**config.mk**
```make
export PLATFORM = sky130hd
export DESIGN_NAME = perf_event_monitor
export DESIGN_NICKNAME = d
export VERILOG_FILES = /design/src/rtl/perf_pkg.sv /design/src/rtl/perf_sat_counter.sv /design/src/rtl/perf_event_monitor.sv
export SDC_FILE = /design/constraint.sdc
export NUM_CORES = 1
export LEC_CHECK = 0
export ABC_AREA = 1
export ABC_CLOCK_PERIOD_IN_PS = 2550
export CAP_MARGIN = 15
export CORE_ASPECT_RATIO = 0.9
export CORE_UTILIZATION = 40
export DETAILED_ROUTE_END_ITERATION = 12
export GPL_TIMING_DRIVEN = 0
export SETUP_SLACK_MARGIN = 0.05
export SLEW_MARGIN = 25
export SYNTH_ARGS = -nofsm -noshare
export SYNTH_HDL_FRONTEND = slang
export SYNTH_HIERARCHICAL = 1
export SYNTH_SLANG_ARGS = --single-unit
export TNS_END_PERCENT = 5
```
**constraint.sdc**
```tcl
create_clock -name clock -period 2.55 [get_ports clock]
set_input_delay 0.255 -clock clock [delete_from_list [all_inputs] [get_ports clock]]
set_output_delay 0.255 -clock clock [all_outputs]
set_load 0.03 [all_outputs]
```
**src/rtl/perf_pkg.sv**
```systemverilog
// Shared constants for the performance event monitor: register map, status
// layout and the default monitor identifier.
package perf_pkg;

  typedef enum logic [2:0] {
    ADDR_LATENCY = 3'd0,
    ADDR_INSTR   = 3'd1,
    ADDR_BR      = 3'd2,
    ADDR_BR_OK   = 3'd3,
    ADDR_JMP     = 3'd4,
    ADDR_ST      = 3'd5,
    ADDR_STATUS  = 3'd6,
    ADDR_ID      = 3'd7
  } perf_addr_e;

  localparam int          STAT_DONE_BIT  = 4;
  localparam int          STAT_IDLE_LSB  = 0;
  localparam int          STAT_W         = STAT_DONE_BIT + 1;
  localparam logic [31:0] MON_ID_DEFAULT = 32'h5046_0001;

endpackage

```
**src/rtl/perf_sat_counter.sv**
```systemverilog
// Saturating up-counter with synchronous clear; clear wins over increment.
module perf_sat_counter #(
  parameter int W = 32
) (
  input  logic         clock,
  input  logic         reset,
  input  logic         clr,
  input  logic         inc,
  output logic [W-1:0] q
);

  logic [W-1:0] cnt_q, cnt_d;

  // NOTE: the default is assigned first so every path drives cnt_d and no latch is inferred.
  always_comb begin
    cnt_d = cnt_q;
    if (clr) begin
      cnt_d = '0;
    end else if (inc && (cnt_q != '1)) begin
      cnt_d = cnt_q + W'(1);
    end
  end

  // NOTE: state registers use non-blocking assignments so all flops update together at the edge.
  always_ff @(posedge clock) begin
    if (reset) cnt_q <= '0;
    else       cnt_q <= cnt_d;
  end

  assign q = cnt_q;

endmodule

```
**src/rtl/perf_event_monitor.sv**
```systemverilog
// Execute-stage event counters with end-of-program idle detection and a
// one-cycle-latency register read port.
module perf_event_monitor
  import perf_pkg::*;
#(
  parameter int          CNT_W      = 32,
  parameter int          IDLE_LIMIT = 5,
  parameter logic [31:0] MON_ID     = MON_ID_DEFAULT
) (
  input  logic             clock,
  input  logic             reset,
  input  logic             reg_write_e,
  input  logic             mem_write_e,
  input  logic             branch_e,
  input  logic             jump_e,
  input  logic             pc_src_e,
  input  logic             clear,
  input  logic             rd_req,
  input  logic [2:0]       rd_addr,
  output logic             rd_valid,
  output logic [CNT_W-1:0] rd_data,
  output logic             done
);

  // Wide enough to hold IDLE_LIMIT and always at least the 4 bits shown in status.
  localparam int IDLE_W = ($clog2(IDLE_LIMIT + 1) > 4) ? $clog2(IDLE_LIMIT + 1) : 4;

  logic              active, count_en;
  logic [CNT_W-1:0]  cycle_cnt, instr_cnt, br_cnt, br_ok_cnt, jmp_cnt, st_cnt;
  logic [IDLE_W-1:0] idle_q, idle_d;
  logic              done_q, done_d;
  logic              rd_valid_q, rd_valid_d;
  logic [CNT_W-1:0]  rd_data_q, rd_data_d;
  logic [CNT_W-1:0]  latency, rd_mux;
  logic [STAT_W-1:0] status;

  assign active   = reg_write_e | mem_write_e | branch_e | jump_e;
  assign count_en = !clear && !done_q;

  perf_sat_counter #(.W(CNT_W)) u_cycle (.clock, .reset, .clr(clear), .inc(count_en),                         .q(cycle_cnt));
  perf_sat_counter #(.W(CNT_W)) u_instr (.clock, .reset, .clr(clear), .inc(count_en && active),               .q(instr_cnt));
  perf_sat_counter #(.W(CNT_W)) u_br    (.clock, .reset, .clr(clear), .inc(count_en && branch_e),             .q(br_cnt));
  perf_sat_counter #(.W(CNT_W)) u_br_ok (.clock, .reset, .clr(clear), .inc(count_en && branch_e && !pc_src_e), .q(br_ok_cnt));
  perf_sat_counter #(.W(CNT_W)) u_jmp   (.clock, .reset, .clr(clear), .inc(count_en && jump_e),               .q(jmp_cnt));
  perf_sat_counter #(.W(CNT_W)) u_st    (.clock, .reset, .clr(clear), .inc(count_en && mem_write_e),          .q(st_cnt));

  // done is raised on the idle edge that completes the run, so that edge is still counted.
  always_comb begin
    idle_d = idle_q;
    done_d = done_q;
    if (clear) begin
      idle_d = '0;
      done_d = 1'b0;
    end else if (count_en) begin
      if (active) begin
        idle_d = '0;
      end else begin
        if (idle_q != IDLE_W'(IDLE_LIMIT)) idle_d = idle_q + IDLE_W'(1);
        if (idle_q == IDLE_W'(IDLE_LIMIT - 1)) done_d = 1'b1;
      end
    end
  end

  always_comb begin
    latency = cycle_cnt;
    if (done_q) begin
      latency = (cycle_cnt >= CNT_W'(IDLE_LIMIT)) ? cycle_cnt - CNT_W'(IDLE_LIMIT) : '0;
    end
  end

  always_comb begin
    status                = '0;
    status[STAT_DONE_BIT] = done_q;
    status[STAT_IDLE_LSB +: 4] = idle_q[3:0];
  end

  always_comb begin
    rd_mux = '0;
    case (perf_addr_e'(rd_addr))
      ADDR_LATENCY: rd_mux = latency;
      ADDR_INSTR:   rd_mux = instr_cnt;
      ADDR_BR:      rd_mux = br_cnt;
      ADDR_BR_OK:   rd_mux = br_ok_cnt;
      ADDR_JMP:     rd_mux = jmp_cnt;
      ADDR_ST:      rd_mux = st_cnt;
      ADDR_STATUS:  rd_mux = CNT_W'(status);
      ADDR_ID:      rd_mux = CNT_W'(MON_ID);
      default:      rd_mux = '0;
    endcase
  end

  always_comb begin
    rd_valid_d = rd_req;
    rd_data_d  = rd_req ? rd_mux : rd_data_q;
  end

  always_ff @(posedge clock) begin
    if (reset) begin
      idle_q     <= '0;
      done_q     <= 1'b0;
      rd_valid_q <= 1'b0;
      rd_data_q  <= '0;
    end else begin
      idle_q     <= idle_d;
      done_q     <= done_d;
      rd_valid_q <= rd_valid_d;
      rd_data_q  <= rd_data_d;
    end
  end

  assign rd_valid = rd_valid_q;
  assign rd_data  = rd_data_q;
  assign done     = done_q;

endmodule

```
# [After elaboration in Yosys (flattened, before gate mapping)]
# Cells that the tools add are included.
[word_totals] register_bits=230 latchBits=0 ramBits=0 romBits=0 in_bits=12 output_inout_bits=34 memories=0
[op_classes] n_addsub=8 n_mul=0 div_mod_pow=0 order_cmp=1 n_eq_ne=15 n_shift=0 n_mux=5 n_bitwise=4 reduce_logical=20
[ops] operator="$pmux 32 s8" count=1
[ops] operator="$add 32x1->32 const B" count=6
[ops] operator="$ne 32x32->1 const B" count=6
[ops] operator="$mux 32" count=2
[ops] operator="$ge 32x3->1 const B" count=1
[ops] operator="$sub 32x3->32 const B" count=1
[ops] operator="$eq 3x3->1 const B" count=4
[ops] operator="$logic_and 1x1->1" count=12
[ops] operator="$mux 4" count=2
[ops] operator="$eq 3x2->1 const B" count=2
[ops] operator="$add 4x1->4 const B" count=1
[ops] operator="$eq 4x3->1 const B" count=1
[ops] operator="$ne 4x3->1 const B" count=1
[ops] operator="$eq 3x1->1 const B" count=1
[ops] operator="$logic_not 1->1" count=3
[ops] operator="$logic_not 3->1" count=1
[ops] operator="$or 1x1->1" count=3
[ops] operator="$reduce_and 3->1" count=1
[ops] operator="$reduce_and 2->1" count=1
[ops] operator="$reduce_bool 2->1" count=1
[ops] operator="$reduce_or 2->1" count=1
[ops] operator="$not 1->1" count=1

# [Logic depth before layout (Yosys ltp)]
# Gate-level depths: netlist (run 1).
[depth] ltp_word=5 depth_mapped=12

# [Cells and area by module]
# The synthesis (run 1) kept the hierarchy.
[modules_own_cells] module="perf_sat_counter" instances=6 cells_per_inst=325 area_per_inst_um2=2095.8
[modules_own_cells] module="perf_event_monitor" instances=1 cells_per_inst=723 area_per_inst_um2=3842.4

# [Worst setup path after synthesis (run 1)]
# Ideal clock, no wire load.
[synth_timing] path_type="register to register" start="reg done_q (netlist: done)" end="reg u_br_ok.cnt_q[23] (netlist: u_br_ok/q[23])" setup_ns=0.113 t_arrival_ns=1.932 required_time_ns=2.437 slack_ns=0.505 stages_incl_launch_ff=12 n_path_buf=2 synth_period_minus_slack_ns=2.045 cell_sequence="dfxtp_1 > buf_4 > nor2_1 > inv_1 > nor3_1 > buf_2 > nand3_1 > nor2_2 > and2_1 > nand3_1 > nand2_1 > nor2_1"
[synth_via] elab_chain_len=5
[synth_lines] element="start: declaration" line_no="perf_event_monitor.sv:31" rtl="logic done_q, done_d;"
[synth_lines] element="start signal: assignment" line_no="perf_event_monitor.sv:105" rtl="done_q <= done_d;"
[synth_lines] element="$logic_not 1->1" line_no="perf_event_monitor.sv:38" rtl="assign count_en = !clear && !done_q;"
[synth_lines] element="$logic_and 1x1->1" line_no="perf_event_monitor.sv:38"
[synth_lines] element="net count_en" line_no="perf_event_monitor.sv:28" rtl="logic active, count_en;"
[synth_lines] element="$logic_and 1x1->1 (2 in series)" line_no="perf_event_monitor.sv:43" rtl="perf_sat_counter #(.W(CNT_W)) u_br_ok (.clock, .reset, .clr(clear), .inc(count_en && branch_e && !pc_src_e), . ..."
[synth_lines] element="$logic_and 1x1->1" line_no="perf_sat_counter.sv:19" rtl="end else if (inc && (cnt_q != '1)) begin"
[synth_lines] element="end signal: assignment" line_no="perf_sat_counter.sv:27" rtl="else cnt_q <= cnt_d;"
[synth_lines] element="end: declaration" line_no="perf_sat_counter.sv:12" rtl="logic [W-1:0] cnt_q, cnt_d;"
# The timed path passes the listed nets, and every way through them passes these cells.
# A chain may end at the register's enable or synchronous reset.

# [Worst setup path after layout (run 1)]
[layout_timing] start="reg done_q (netlist: done)" end="reg u_instr.cnt_q[23] (netlist: u_instr/q[23])"
[layout_via] elab_chain_len=4
[layout_lines] element="$logic_not 1->1" line_no="perf_event_monitor.sv:38"
[layout_lines] element="$logic_and 1x1->1" line_no="perf_event_monitor.sv:38"
[layout_lines] element="net count_en" line_no="perf_event_monitor.sv:28"
[layout_lines] element="$logic_and 1x1->1" line_no="perf_event_monitor.sv:41" rtl="perf_sat_counter #(.W(CNT_W)) u_instr (.clock, .reset, .clr(clear), .inc(count_en && active), .q(instr_cnt));"
[layout_lines] element="$logic_and 1x1->1" line_no="perf_sat_counter.sv:19"
[layout_lines] element="end signal: assignment" line_no="perf_sat_counter.sv:27"
[layout_lines] element="end: declaration" line_no="perf_sat_counter.sv:12"
# The timed path passes the listed nets, and every way through them passes these cells.

==> flow_summary_export.csv, run 1 <==
group,metric,value,unit
logic_synthesis,synth_largest_area_cell,"dfxtp_1",
timing,max-slew-margin-rel,0.421,
logic_synthesis,synth.top_cell.area_share,0.280,
timing,maxSlewViolCount,0,
power,pwr-share-comb,0.063,
clock_tree,numCtsBuffers,28,
drt,drt_pass1_iterations,6,
timing,post-route-period-util,0.928,
placement,dpl.hpwl,47200,µm
floorplan,fp.dieW,216,µm
placement,io_buffers,43,
setup_path,crit_chain,"buf_4, nor2_4, clkinvlp_4, buf_4, nor2_4, buf_2, nand3_1, nor2_2, and2_1, nand3_1, nand2_1, nor2_1",
setup_path,critPathArrivalTime,2840,ps
logic_synthesis,synth-seq-cells,230,
logic_synthesis,synth_top_flop_cell,"dfxtp_1",
floorplan,coreArea,40600,µm²
grt,grt_pass1_vias,16800,
setup_path,crit_family,"simple AND/OR/NAND/NOR gates",
drt,drt-initial-drc-count,1794,
cells_and_area,regArea,4600,µm²
setup_path,reg2reg_from,"done",
setup_path,crit_end,"u_instr/q[23]",
floorplan,dieArea,41900,µm²
power,finalPower,8560,µW
setup_path,crit_start,"done",
clock_tree,insertion_delay,590,ps
logic_synthesis,synth-async-reset-ratio,0,
logic_synthesis,synth_cell_type_count,41,
setup_path,critical_path_class,"flop to flop",
cells_and_area,drive_above_1_share,0.118,
setup_path,start_kind,"flop",
grt,overflow,0,
timing,finalSetupViolCount,0,
hold_path,hold_path_class,"input pin to flop",
floorplan,start_util,0.405,
cells_and_area,fillers,4202,
drt,wl,59900,µm
timing,fmax,423,MHz
clock_tree,clockBufferDepth,3,
logic_synthesis,yosys-top-cells-count,"727 x nand2_1, 496 x nor2_1, 261 x nand3_1, 230 x dfxtp_1, 203 x inv_1",
drt,avgViaCountPerCell,5.42,
power,power.leakage,0.00660,µW
clock_tree,cts_root_buf,"clkbuf_16",
setup_path,cp-end-kind,"flop",
logic_synthesis,synth_area_per_cell,6.14,µm²
drt,ant_nets,0,
setup_path,ff2ff_setup_slack,180,ps
logic_synthesis,synthCells,2673,
cells_and_area,multi_input_area,10500,µm²
drt,vias,17900,
timing,rsz0062_at_grt,"no",
cells_and_area,diodes,0,
grt,grt_max_degree,14,
logic_synthesis,synth_warnings,6,
setup_path,ff2ff_path_depth,12,
grt,antenna_found_initial,0,
setup_path,cp_num_buf_inv,4,
power,p_per_area,460,nW/µm²
timing,final_hold_viol_count,0,
logic_synthesis,synth_area,16400,µm²
setup_path,r2r_end,"u_instr/q[23]",
logic_synthesis,syn_nets,2696,
setup_path,cp.depth,12,
clock_tree,path_clk_slew,70,ps
timing,skew,24.2,ps
clock_tree,cts_htree_levels,1,
cells_and_area,layout.nets,2771,
logic_synthesis,synth_area_leaders,"dfxtp_1 28%, nand2_1 17%, nor2_1 11%, nand3_1 8.0%, a21oi_1 5.0%",
floorplan,io-pin-count,46,
clock_tree,cts.sinks,230,
timing,worst_slew_pin_slew,866,ps
setup_path,critPathSlowestCell,"dfxtp_1",
grt,grt_pass1_wl,93800,µm
timing,period_minus_slack,2370,ps
drt,drc_errors,0,
cells_and_area,area_delta_synth_final,13.3,%
grt,grt_usage,0.283,
setup_path,critical_path_required,3020,ps
status,outcome,"finished clean",
hold_path,hold_depth,3,
logic_synthesis,synth_edf_count,0,
setup_path,critPathMaxStageDelay,370,ps
power,vdd_ir_drop_max,470,µV
power,power.share.switching,0.246,
power,switchingPower,2110,µW
clock_tree,cts_tree,"done",
setup_path,critPathMaxFanout,10,
drt,drt-wirelength-per-cell,18.1,µm
floorplan,placementRows,70,
placement,gp_congestion,1.00,
power,p_int,6450,µW
power,seqPwrFrac,0.428,
power,p_clk_frac,0.509,
floorplan,die_h,194,µm
cells_and_area,fin_util,0.459,
logic_synthesis,synth-seq-area-share,0.280,
flow_run,max-cap-violations,0,
logic_synthesis,synth.most_common_cell,"nand2_1",
-- kinds of logic after synthesis --
group	count (synthesis)	share of synthesized area
XOR/XNOR	15	0.00800
AND/OR/NAND/NOR	1860	0.530
adder cells (fa/ha/maj)	11	0.00838
AO/OA/AOI/OAI	274	0.0899
flip-flops	230	0.280
buffers and inverters	283	0.0830
-- worst min-delay path: cells and delay by family --
| kind | cells | cell delay [ps] |
|---|---|---|
| AO/OA/AOI/OAI | 2 | 220 |
| buffers and inverters | 1 | 180 |
-- worst min path at each step --
stage	from	end
after floorplan	reset	rd_valid
after global placement	idle_q[3]	idle_q[3]
after detailed placement	idle_q[3]	idle_q[3]
after CTS	rd_req	rd_data[28]
after global routing	rd_req	rd_data[28]
final	rd_req	rd_data[28]
-- through the flow --
| step | setup TNS, ps | std cells | setup WS [ps] | hold WS (ps) | area, µm² |
|---|---|---|---|---|---|
| after floorplan | 0 | 2673 | 505 | 327 | 16400 |
| after global placement | -129510 | 3256 | -1160 | 473 | 17500 |
| after detailed placement | -123990 | 3256 | -1110 | 472 | 17500 |
| after CTS | 0 | 3308 | 58.1 | 94.6 | 18600 |
| after global routing | 0 | 3309 | 67.2 | 136 | 18600 |
| final | 0 | 3309 | 185 | 116 | 18600 |
-- state kept, by name, indices dropped and copies added (netlist names) --
name       cells
done           1
idle_q         4
rd_data       32
rd_valid       1
u_br/q        32
u_br_ok/q     32
u_cycle/q     32
u_instr/q     32
u_jmp/q       32
u_st/q        32
-- routing by layer --
| layer | up-vias | GRT usage | wire length [µm] |
|---|---|---|---|
| li1 | 8904 | - | - |
| met1 | 8236 | 0.377 | 26400 |
| met2 | 671 | 0.450 | 26500 |
| met3 | 124 | 0.0469 | 4420 |
| met4 | 0 | 0.122 | 2590 |
| met5 | - | 0 | 0 |
-- cell usage in the layout (no fill, tap or decap), types with 7 or more instances in the layout --
master / netlist / layout
a21oi_2: 12 / 12
nor3_1: 56 / 55
buf_6: 26 / 27
or2_2: 7 / 7
clkbuf_16: 0 / 29
nand3b_1: 13 / 13
o21ai_0: 60 / 60
a21oi_1: 164 / 164
clkbuf_8: 6 / 16
inv_1: 203 / 202
nand3_1: 261 / 261
nand2_1: 727 / 727
clkbuf_1: 10 / 12
clkdlybuf4s50_1: 0 / 42
buf_2: 24 / 20
nor2_4: 45 / 50
a31oi_1: 24 / 24
xor2_1: 8 / 8
and2_1: 12 / 12
dfxtp_1: 230 / 230
nor2_2: 50 / 51
ha_1: 11 / 11
nand2_4: 18 / 18
nor2_1: 496 / 490
xnor2_1: 7 / 7
nand3_2: 26 / 26
nand2_2: 38 / 38
nand4_1: 101 / 101
-- final cells by class --
type	instances	area share
repair buffers	45	0.0239
plain buffers	76	0.0323
inverters	207	0.0420
clock inverters	10	0.00693
flip-flops and latches	230	0.247
well taps	540	0.0363
clock buffers	41	0.0468
multi-input cells	2160	0.564
-- what timing repair did --
action | CTS | global route
setup buffers | 1 | 1
pin swaps | 0 | 2
gates resized for setup | 11 | 11
setup endpoints to repair | 133 | 59
hold buffers | 0 | 0
-- power groups by stage --
stage | Combinational [µW] | Clock, µW | Sequential (µW)
final | 541 | 4350 | 3660
after global routing | 588 | 4590 | 3660
after CTS | 533 | 4440 | 3660
after detailed placement | 523 | 0 | 3740
after global placement | 518 | 0 | 3740
after floorplan | 282 | 0 | 3770
Note: power is estimated with default switching activity, not from simulation.
==> inputs of run 2 (changes only) <==
Settings changed: CTS_CLUSTER_DIAMETER from default to 200.
==> results of run 2 <==
Same layout as run 1: the final DEF is identical, and so are final timing and power.
==> inputs of run 3 (changes only) <==
Settings changed: CTS_CLUSTER_SIZE from default to 14.
==> run 3 against run 2 <==
- register-to-register slack got worse by 20 ps
- flip-flop and latch count unchanged
- fmax decreased by 0.85%
- combinational power decreased by 0.9%
- clock skew decreased by 6.7 ps
- wire length decreased by 0.86%
- sequential share of layout area increased by 0.69 points
- highest routed layer unchanged
==> flow_summary_export.csv, run 3 (synthesized netlist as in run 1, its figures left out) <==
group,metric,value,unit
status,outcome,"finished clean",
floorplan,fp.dieW,216,µm
setup_path,critPathSlowestCell,"dfxtp_1",
clock_tree,cts_root_buf,"clkbuf_16",
timing,skew,17.5,ps
timing,worst_slew_pin_slew,833,ps
setup_path,critPathMaxStageDelay,370,ps
clock_tree,cts_htree_levels,1,
grt,antenna_found_initial,0,
timing,maxSlewViolCount,0,
floorplan,placementRows,70,
setup_path,r2r_end,"u_instr/q[23]",
cells_and_area,instances_no_fill,3278,
timing,finalSetupViolCount,0,
power,p_per_area,393,nW/µm²
drt,drt-wirelength-per-cell,18.1,µm
clock_tree,clockBufferDepth,3,
setup_path,critical_path_required,2980,ps
floorplan,die_h,194,µm
cells_and_area,diodes,0,
setup_path,critical_path_class,"flop to flop",
clock_tree,path_clk_slew,70,ps
cells_and_area,final_cell_mix,"727 x nand2_1, 491 x nor2_1, 261 x nand3_1, 230 x dfxtp_1, 202 x inv_1",
drt,avgViaCountPerCell,5.44,
timing,final_hold_viol_count,0,
setup_path,crit_family,"simple AND/OR/NAND/NOR gates",
setup_path,start_kind,"flop",
floorplan,coreArea,40600,µm²
placement,dpl.hpwl,47200,µm
cells_and_area,drive_above_1_share,0.108,
floorplan,start_util,0.405,
grt,grt_max_degree,15,
clock_tree,insertion_delay,540,ps
placement,dpl.cell_count,3256,
cells_and_area,area_delta_synth_final,10.3,%
setup_path,ff2ff_path_depth,11,
drt,vias,17800,
hold_path,hold_end,"rd_data[28]",
cells_and_area,fin_util,0.446,
setup_path,cp_num_buf_inv,3,
power,finalPower,7110,µW
grt,grt_pass1_vias,16600,
setup_path,crit_chain,"buf_4, nor2_4, inv_2, nor2_4, buf_2, nand3_1, nor2_2, and2_1, nand3_1, nand2_1, nor2_1",
timing,period_minus_slack,2390,ps
cells_and_area,fillers,4253,
hold_path,worstHoldStart,"rd_req",
clock_tree,cts.sinks,230,
clock_tree,numCtsBuffers,20,
drt,drt_pass1_iterations,6,
grt,overflow,0,
setup_path,critPathArrivalTime,2820,ps
drt,drc_errors,0,
hold_path,hold_depth,3,
floorplan,io-pin-count,46,
clock_tree,cts_tree,"done",
drt,wl,59300,µm
placement,gp_congestion,1.00,
setup_path,cp-end-kind,"flop",
drt,drt-initial-drc-count,1899,
placement,io_buffers,43,
timing,fmax,419,MHz
hold_path,hold_path_class,"input pin to flop",
setup_path,ff2ff_setup_slack,160,ps
clock_tree,cts.hold.buffers_added,0,
timing,setup_tns,0,ps
timing,post-route-period-util,0.936,
setup_path,critPathMaxFanout,10,
timing,rsz0062_at_grt,"yes",
flow_run,max-cap-violations,0,
cells_and_area,fin_area,18100,µm²
timing,max-slew-margin-rel,0.443,
cells_and_area,layout_commonest_cell,"nand2_1",
grt,grt_usage,0.282,
power,vdd_ir_drop_max,374,µV
grt,grt_pass1_wl,93200,µm
power,power.leakage,0.00636,µW
drt,ant_nets,0,
placement,dpl_cell_area,17500,µm²
setup_path,reg2reg_from,"done",
cells_and_area,layout.nets,2761,
floorplan,dieArea,41900,µm²
[run 3: cell types whose count changed in the layout (fill, tap and decap cells not counted), sizes merged]
cell | before | now
clkbuf | 61 | 39
clkinv | 8 | 1
bufinv | 3 | 0
inv | 205 | 207
clkinvlp | 1 | 0
[run 3: layer usage]
| layer | track usage | routed length [µm] | vias up |
|---|---|---|---|
| met5 | 0 | 0 | - |
| met3 | 0.0469 | 4130 | 115 |
| met2 | 0.449 | 26200 | 624 |
| met4 | 0.109 | 2520 | 0 |
| met1 | 0.378 | 26500 | 8231 |
| li1 | - | - | 8856 |
[run 3: metrics by stage]
step / setup slack [ps] / hold slack (ps)
3_3_place_gp: -1160 / 473
6_report: 164 / 168
5_1_grt: 48.9 / 188
3_5_place_dp: -1110 / 472
2_1_floorplan: 505 / 327
4_1_cts: 43.3 / 151
[run 3: cell type report]
cell class / count / area [µm²] / share of cell area
clock inverter: 1 / 8.76 / 0.000484
buffer: 76 / 591 / 0.0326
inverter: 207 / 777 / 0.0429
clock buffer: 21 / 526 / 0.0290
sequential: 230 / 4600 / 0.254
timing repair buffer: 43 / 429 / 0.0237
multi-input combinational: 2160 / 10500 / 0.579
tap: 540 / 676 / 0.0373
[run 3: repair_timing]
item	4_1_cts	5_1_grt
gates cloned	0	0
gates resized for setup	8	6
endpoints found under the setup margin	139	50
buffers inserted	0	0
[run 3: worst max-delay path by stage]
| stage | startpoint | to | cells after the start |
|---|---|---|---|
| 2_1_floorplan | done | u_br_ok/q[23] | 11 |
| 3_3_place_gp | clear | u_br_ok/q[30] | 12 |
| 3_5_place_dp | clear | u_br_ok/q[30] | 12 |
| 4_1_cts | done | u_instr/q[23] | 11 |
| 5_1_grt | done | u_br/q[23] | 11 |
| 6_report | done | u_instr/q[23] | 11 |
[run 3: where the power goes]
| group | switching [µW] | internal [µW] |
|---|---|---|
| clock network | 1450 | 1460 |
| registers | 38.8 | 3620 |
| logic | 363 | 172 |
[run 3: tightest hold or removal path, delay by kind of cell]
kind            cells  cell delay (ps)
compound gates      2              220
buf+inv             1              180
